`src/rtl/fft_mdc_commutator_if.sv`:
```
// Two-lane sample bus into and out of the MDC commutator: input pair with framing/mode,
// output pair with position, framing-error flag and valid. No backpressure.
interface fft_mdc_commutator_if #(
  parameter int W  = 16,
  parameter int PW = 3
);
  logic                in_en;
  logic                bypass;
  logic signed [W-1:0] x0r, x0i, x1r, x1i;

  logic                out_en;
  logic [PW-1:0]       phase;
  logic                err;
  logic signed [W-1:0] y0r, y0i, y1r, y1i;

  modport master (
    output in_en, bypass, x0r, x0i, x1r, x1i,
    input  out_en, phase, err, y0r, y0i, y1r, y1i
  );

  modport slave (
    input  in_en, bypass, x0r, x0i, x1r, x1i,
    output out_en, phase, err, y0r, y0i, y1r, y1i
  );
endinterface

```
`src/rtl/fft_mdc_commutator.sv`:
```
// Radix-2 MDC delay-switch-delay commutator: pairs samples D apart on a lane; latency D+1 cycles.
// Free-running stream with no backpressure; delay lines shift every cycle.
module fft_mdc_commutator #(
  parameter int W     = 16,
  parameter int N     = 16,
  parameter int STAGE = 0
) (
  input  logic                 clk,
  input  logic                 rst_n,
  fft_mdc_commutator_if.slave  bus
);
  localparam int D  = N >> (STAGE + 2);
  localparam int PW = $clog2(2 * D);
  localparam logic [PW-1:0] LAST = PW'(2 * D - 1);

  typedef struct packed {
    logic signed [W-1:0] re;
    logic signed [W-1:0] im;
  } cplx_t;

  // Per-cycle control carried alongside the data through the D-deep alignment pipe.
  typedef struct packed {
    logic          en;
    logic          mode;
    logic [PW-1:0] pos;
  } tag_t;

  cplx_t         x0, x1;
  cplx_t         lane0_q [D];
  cplx_t         lane1_q [2*D];
  tag_t          tag_q   [D];
  tag_t          tag_in, tag_out;

  logic [PW-1:0] ip_q, ip_d;
  logic          mode_q, mode_d;
  logic          err_q, err_d;
  logic          out_en_q;
  logic [PW-1:0] phase_q, phase_d;
  cplx_t         y0_q, y1_q, y0_d, y1_d;
  logic          blk_start;

  always_comb begin
    x0        = '{re: bus.x0r, im: bus.x0i};
    x1        = '{re: bus.x1r, im: bus.x1i};
    blk_start = bus.in_en && (ip_q == '0);
    mode_d    = blk_start ? bus.bypass : mode_q;

    if (bus.in_en) ip_d = (ip_q == LAST) ? '0 : ip_q + 1'b1;
    else           ip_d = '0;

    err_d  = err_q | (!bus.in_en && (ip_q != '0));
    tag_in = '{en: bus.in_en, mode: mode_d, pos: ip_q};
  end

  assign tag_out = tag_q[D-1];

  // Pair j is assembled one cycle before it is presented; pos of the tag is j.
  always_comb begin
    y0_d = lane0_q[D-1];
    y1_d = lane1_q[D-1];
    if (!tag_out.mode) begin
      if (tag_out.pos < PW'(D)) begin
        y0_d = lane0_q[D-1];
        y1_d = x0;
      end else begin
        y0_d = lane1_q[2*D-1];
        y1_d = lane1_q[D-1];
      end
    end

    if (tag_out.en)    phase_d = tag_out.pos;
    else if (out_en_q) phase_d = (phase_q == LAST) ? '0 : phase_q + 1'b1;
    else               phase_d = phase_q;
  end

  always_ff @(posedge clk or negedge rst_n) begin
    if (!rst_n) begin
      ip_q     <= '0;
      mode_q   <= 1'b0;
      err_q    <= 1'b0;
      out_en_q <= 1'b0;
      phase_q  <= '0;
      y0_q     <= '0;
      y1_q     <= '0;
      for (int k = 0; k < D; k++) begin
        lane0_q[k] <= '0;
        tag_q[k]   <= '0;
      end
      for (int k = 0; k < 2*D; k++) lane1_q[k] <= '0;
    end else begin
      ip_q     <= ip_d;
      mode_q   <= mode_d;
      err_q    <= err_d;
      out_en_q <= tag_out.en;
      phase_q  <= phase_d;
      y0_q     <= y0_d;
      y1_q     <= y1_d;
      lane0_q[0] <= x0;
      tag_q[0]   <= tag_in;
      for (int k = 1; k < D; k++) begin
        lane0_q[k] <= lane0_q[k-1];
        tag_q[k]   <= tag_q[k-1];
      end
      lane1_q[0] <= x1;
      for (int k = 1; k < 2*D; k++) lane1_q[k] <= lane1_q[k-1];
    end
  end

  assign bus.out_en = out_en_q;
  assign bus.phase  = phase_q;
  assign bus.err    = err_q;
  assign bus.y0r    = y0_q.re;
  assign bus.y0i    = y0_q.im;
  assign bus.y1r    = y1_q.re;
  assign bus.y1i    = y1_q.im;
endmodule

```
`src/flat_wrapper.sv`:
```
// flat-port wrapper written by rule: the top's interface ports become plain ports
module fft_mdc_commutator_flat 
#(
  parameter int W     = 16,
  parameter int N     = 16,
  parameter int STAGE = 0
)
  (clk, rst_n, bus_in_en, bus_bypass, bus_x0r, bus_x0i, bus_x1r, bus_x1i, bus_out_en, bus_phase, bus_err, bus_y0r, bus_y0i, bus_y1r, bus_y1i);
  fft_mdc_commutator_if #(.W(W)) bus_i ();
  input  logic clk;
  input  logic rst_n;
  input wire logic [$bits(bus_i.in_en)-1:0] bus_in_en;
  input wire logic [$bits(bus_i.bypass)-1:0] bus_bypass;
  input wire logic [$bits(bus_i.x0r)-1:0] bus_x0r;
  input wire logic [$bits(bus_i.x0i)-1:0] bus_x0i;
  input wire logic [$bits(bus_i.x1r)-1:0] bus_x1r;
  input wire logic [$bits(bus_i.x1i)-1:0] bus_x1i;
  output wire logic [$bits(bus_i.out_en)-1:0] bus_out_en;
  output wire logic [$bits(bus_i.phase)-1:0] bus_phase;
  output wire logic [$bits(bus_i.err)-1:0] bus_err;
  output wire logic [$bits(bus_i.y0r)-1:0] bus_y0r;
  output wire logic [$bits(bus_i.y0i)-1:0] bus_y0i;
  output wire logic [$bits(bus_i.y1r)-1:0] bus_y1r;
  output wire logic [$bits(bus_i.y1i)-1:0] bus_y1i;
  assign bus_i.in_en = bus_in_en;
  assign bus_i.bypass = bus_bypass;
  assign bus_i.x0r = bus_x0r;
  assign bus_i.x0i = bus_x0i;
  assign bus_i.x1r = bus_x1r;
  assign bus_i.x1i = bus_x1i;
  assign bus_out_en = bus_i.out_en;
  assign bus_phase = bus_i.phase;
  assign bus_err = bus_i.err;
  assign bus_y0r = bus_i.y0r;
  assign bus_y0i = bus_i.y0i;
  assign bus_y1r = bus_i.y1r;
  assign bus_y1i = bus_i.y1i;
  fft_mdc_commutator #(.W(W), .N(N), .STAGE(STAGE)) u_core (.clk(clk), .rst_n(rst_n), .bus(bus_i));
endmodule
```
`config.mk`:
```
export PLATFORM = sky130hd
export DESIGN_NAME = fft_mdc_commutator_flat
export DESIGN_NICKNAME = d
export VERILOG_FILES = /design/src/rtl/fft_mdc_commutator_if.sv /design/src/rtl/fft_mdc_commutator.sv /design/src/flat_wrapper.sv
export SDC_FILE = /design/constraint.sdc
export NUM_CORES = 1
export LEC_CHECK = 0
export CAP_MARGIN = 20
export CORE_UTILIZATION = 50
export CTS_CLUSTER_DIAMETER = 100
export DETAILED_ROUTE_END_ITERATION = 7
export GPL_TIMING_DRIVEN = 0
export PLACE_DENSITY = 0.72
export RECOVER_POWER = 50
export SYNTH_ARGS = -nofsm -noshare
export SYNTH_HDL_FRONTEND = slang
export SYNTH_SLANG_ARGS = --single-unit
```
`constraint.sdc`:
```
create_clock -name clk -period 1.5 [get_ports clk]
set_input_delay 0.45 -clock clk [delete_from_list [all_inputs] [get_ports clk]]
set_output_delay 0.45 -clock clk [all_outputs]
set_load 0.02 [all_outputs]
```
==> impl_metrics.prom <==
# TYPE chip_impl_metric gauge
chip_impl_metric{name="reg2reg_setup_slack",unit="ns"} 0.11
chip_impl_metric{name="global_route.overflow_total",unit=""} 0
chip_impl_metric{name="total_global_route_track_usage",unit="%"} 15.7
chip_impl_metric{name="worst_slack",unit="ns"} -0.0374
chip_impl_info{name="crit_path_top_delay_cell",value="sky130_fd_sc_hd__dfrtp_2"} 1
chip_impl_metric{name="mappedNetlistNets",unit=""} 646
chip_impl_metric{name="crit_fanout",unit=""} 2
chip_impl_metric{name="area_growth",unit="%"} 27.0
chip_impl_info{name="ys_dominant_reg_cell",value="sky130_fd_sc_hd__dfrtp_1"} 1
chip_impl_metric{name="wirelength",unit="mm"} 19.3
chip_impl_metric{name="grt_max_degree",unit=""} 136
chip_impl_metric{name="global_route_wire_length_before_repair",unit="mm"} 31.4
chip_impl_info{name="synth_most_common_cell",value="sky130_fd_sc_hd__dfrtp_1"} 1
chip_impl_metric{name="starting_density",unit="%"} 51.3
chip_impl_metric{name="cp.arrival",unit="ns"} 1.09
chip_impl_metric{name="placed_cells_incl_taps",unit=""} 1042
chip_impl_info{name="kind_of_cell_with_the_highest_combined_delay_on_the_critical_path",value="flip-flops"} 1
chip_impl_metric{name="final.period_utilization",unit="%"} 102
chip_impl_info{name="synthTopCellsByArea",value="sky130_fd_sc_hd__dfrtp_1 91%, sky130_fd_sc_hd__mux2_4 3.5%, sky130_fd_sc_hd__mux2_2 2.9%, sky130_fd_sc_hd__ha_1 0.48%, sky130_fd_sc_hd__buf_8 0.35%"} 1
chip_impl_metric{name="dp_slack",unit="ns"} -0.768
chip_impl_metric{name="cts_max_level",unit=""} 2
chip_impl_metric{name="hold_viol_final",unit=""} 105
chip_impl_metric{name="postSynth.asyncResetShare",unit="%"} 100
chip_impl_metric{name="insertion_delay",unit="ns"} 0.53
chip_impl_metric{name="first_global_vias",unit=""} 5915
chip_impl_metric{name="final.hold.worst_slack",unit="ns"} -0.130
chip_impl_info{name="type_of_the_most_critical_hold_path",value="in2async"} 1
chip_impl_metric{name="die-width",unit="µm"} 163
chip_impl_metric{name="drive_above_1_share",unit="%"} 27.6
chip_impl_metric{name="final.setup_skew",unit="ns"} 0.0124
chip_impl_metric{name="finalSetupViolations",unit=""} 18
chip_impl_metric{name="clkSlewWorstSetupHoldPaths",unit="ns"} 0.06
chip_impl_metric{name="post_drt_via_cell_ratio",unit=""} 4.50
chip_impl_metric{name="min_period",unit="ns"} 1.54
chip_impl_metric{name="detailroute.via_count",unit=""} 5100
chip_impl_info{name="rsz0062_at_grt",value="true"} 1
chip_impl_metric{name="netlist-cell-type-count",unit=""} 21
chip_impl_metric{name="synth.yosys.seq_area_share",unit="%"} 91.4
chip_impl_metric{name="gp_congestion",unit=""} 0.744
chip_impl_metric{name="filler_cell_count",unit=""} 1663
chip_impl_info{name="tritoncts",value="yes"} 1
chip_impl_metric{name="final_cell_count_no_fill",unit=""} 1133
chip_impl_metric{name="ys_seq_elements",unit=""} 476
chip_impl_info{name="regToRegEndpoint",value="u_core.bus.y1i[3]$_DFF_PN0_"} 1
chip_impl_metric{name="ctsLongestPathBuffers",unit=""} 3
chip_impl_metric{name="power_density",unit="nW/µm²"} 1620
chip_impl_metric{name="total_number_of_nets_in_the_final_design",unit=""} 837
chip_impl_metric{name="tightestPinTransition",unit="ns"} 0.581
chip_impl_metric{name="vdd_drop_max",unit="mV"} 0.836
chip_impl_metric{name="cp.buffers_inverters",unit=""} 1
chip_impl_metric{name="fp.dieArea",unit="µm²"} 26700
chip_impl_metric{name="drt-pass1-iter-count",unit=""} 4
chip_impl_metric{name="max_cap_violations",unit=""} 0
chip_impl_metric{name="normalized_max_slew_margin",unit="%"} 61.3
chip_impl_info{name="timing.critical_path.to_type",value="primary output"} 1
chip_impl_info{name="worstPathCellList",value="buf_6"} 1
chip_impl_metric{name="core_region_area",unit="µm²"} 25400
chip_impl_metric{name="dp_hpwl",unit="mm"} 11.2
chip_impl_metric{name="yosys.area.top_type_share",unit="%"} 91.4
chip_impl_metric{name="detail-route-antenna-nets",unit=""} 0
chip_impl_metric{name="wl_per_cell",unit="µm"} 17.1
chip_impl_info{name="r2r-start",value="u_core.tag_out[2]$_DFF_PN0_"} 1
chip_impl_metric{name="setup_tns",unit="ns"} -0.218
chip_impl_metric{name="postLayoutCellArea",unit="µm²"} 16500
chip_impl_metric{name="yosys_warns",unit=""} 0
chip_impl_metric{name="numClockSinks",unit=""} 476
chip_impl_metric{name="timing.reg2reg.worst_path_depth",unit=""} 3
chip_impl_info{name="synth_top_cell_by_area",value="sky130_fd_sc_hd__dfrtp_1"} 1
chip_impl_metric{name="die_y",unit="µm"} 163
chip_impl_metric{name="io_pins",unit=""} 137
chip_impl_metric{name="antenna_found_initial",unit=""} 3
chip_impl_metric{name="crit_required",unit="ns"} 1.05
chip_impl_info{name="synth_top_cells_by_count",value="476 x sky130_fd_sc_hd__dfrtp_1, 33 x sky130_fd_sc_hd__mux2_2, 30 x sky130_fd_sc_hd__mux2_4"} 1
chip_impl_info{name="status",value="complete, but fails checks"} 1
chip_impl_metric{name="synthesis.instances",unit=""} 573
chip_impl_info{name="violations",value="negative hold slack, negative setup slack"} 1
chip_impl_metric{name="numCtsBuffers",unit=""} 45
chip_impl_metric{name="synth_edf_count",unit=""} 0
chip_impl_info{name="crit_type",value="reg2out"} 1
chip_impl_metric{name="maxSlewViolCount",unit=""} 0
chip_impl_metric{name="syn-cell-area",unit="µm²"} 13000
chip_impl_metric{name="cell_area_after_placement",unit="µm²"} 14900
chip_impl_metric{name="detailed_route_drc_error_count",unit=""} 0
chip_impl_metric{name="synth_area_per_cell",unit="µm²"} 22.7
chip_impl_info{name="cts.root.buffer_cell",value="sky130_fd_sc_hd__clkbuf_16"} 1
chip_impl_metric{name="max_stage_delay",unit="ns"} 0.42
chip_impl_metric{name="io_buffer_count",unit=""} 136
chip_impl_metric{name="power.static_leakage",unit="µW"} 0.00756
chip_impl_metric{name="initialDrtViolationCount",unit=""} 241
chip_impl_metric{name="rows",unit=""} 58
chip_impl_info{name="start_kind",value="flop"} 1
chip_impl_metric{name="fmax",unit="GHz"} 0.650
## power breakdown
group          leakage, µW  internal, µW  switching, µW
clock network     0.000725          6410           4490
registers          0.00557         13700            333
logic              0.00127           952            937
total              0.00756         21000           5760
## registers in the layout (all words and copies together) (netlist names), 5 cells and up
| register | flops |
|---|---|
| u_core.tag_q | 15 |
| u_core.bus.y1i | 16 |
| u_core.bus.y0r | 16 |
| u_core.lane0_q | 128 |
| u_core.tag_out | 5 |
| u_core.bus.y1r | 16 |
| u_core.lane1_q | 256 |
| u_core.bus.y0i | 16 |
## layout make-up
cell class / count / area, µm² / area share [%]
Tap cell: 330 / 413 / 2.50
Inverter: 2 / 7.51 / 0.0454
Clock inverter: 15 / 129 / 0.779
Multi-Input combinational cell: 88 / 1030 / 6.25
Antenna cell: 3 / 7.51 / 0.0454
Sequential cell: 476 / 11900 / 72.0
Timing Repair Buffer: 144 / 1620 / 9.79
Buffer: 7 / 78.8 / 0.476
Clock buffer: 68 / 1350 / 8.13
## repair_timing
action,CTS,global route
hold endpoints to repair,105,105
gates resized for setup,422,0
pin swaps,0,0
gates cloned,1,1
setup endpoints to repair,205,137
setup buffers,3,0
## per-layer routing
layer  share of wire [%]  vias up  GRT usage [%]  wire [µm]
met5                   0        -              0          0
met4                 2.7        0           7.14        530
met3                 5.0       42           3.68        959
met2                  54      126           26.8      10400
met1                  39     2694           19.0       7480
li1                    -     2238              -          -
## how the worst max path moves through the flow
stage | from | to | slack (ns) | cells past startpoint
after global routing | u_core.bus.phase[1]$_DFFE_PN0P_ | bus_phase[1] | -0.07 | 1
after detailed placement | rst_n | u_core.lane1_q[238]$_DFF_PN0_ | -0.77 | 3
after global placement | rst_n | u_core.lane1_q[236]$_DFF_PN0_ | -18.66 | 1
after floorplan | u_core.bus.phase[0]$_DFFE_PN0P_ | u_core.bus.phase[2]$_DFFE_PN0P_ | 0.25 | 4
after CTS | u_core.bus.y1i[11]$_DFF_PN0_ | bus_y1i[11] | -0.07 | 1
final | u_core.bus.out_en$_DFF_PN0_ | bus_out_en | -0.04 | 1
## cells by family (layout without fill, tap and decap cells)
kind of cell	after synthesis	in the layout	share of synthesized area (%)
simple gates	12	12	0.586
compound gates	4	4	0.202
buf+inv	9	236	0.663
fa+ha+maj	5	5	0.480
flops	476	476	91.4
mux	67	67	6.64
other cells	0	3	0
## layout by cell type, fill, tap and decap left out, drive strengths merged
cell type / instances
dfrtp: 476
buf: 83
clkbuf: 69
mux2: 65
dlygate4sd3: 63
clkinv: 9
ha: 5
inv: 5
diode: 3
nor2b: 3
clkdlybuf4s50: 3
nor3b: 2
mux2i: 2
nand2: 2
o21ai: 2
clkinvlp: 2
nor2: 1
and3b: 1
o21bai: 1
and2: 1
nand2b: 1
o31a: 1
nand3b: 1
bufinv: 1
bufbuf: 1
## per-stage QoR
step                util (%)  total power, µW  hold WS, ns
floorplan                  -            14900        0.154
global placement        58.3            15900        0.331
detailed placement      58.6            16000        0.335
CTS                     65.0            27200       -0.104
global route            65.1            27900      -0.0822
finish                  65.2            26800       -0.130
Note: power is estimated with default switching activity, not from simulation.
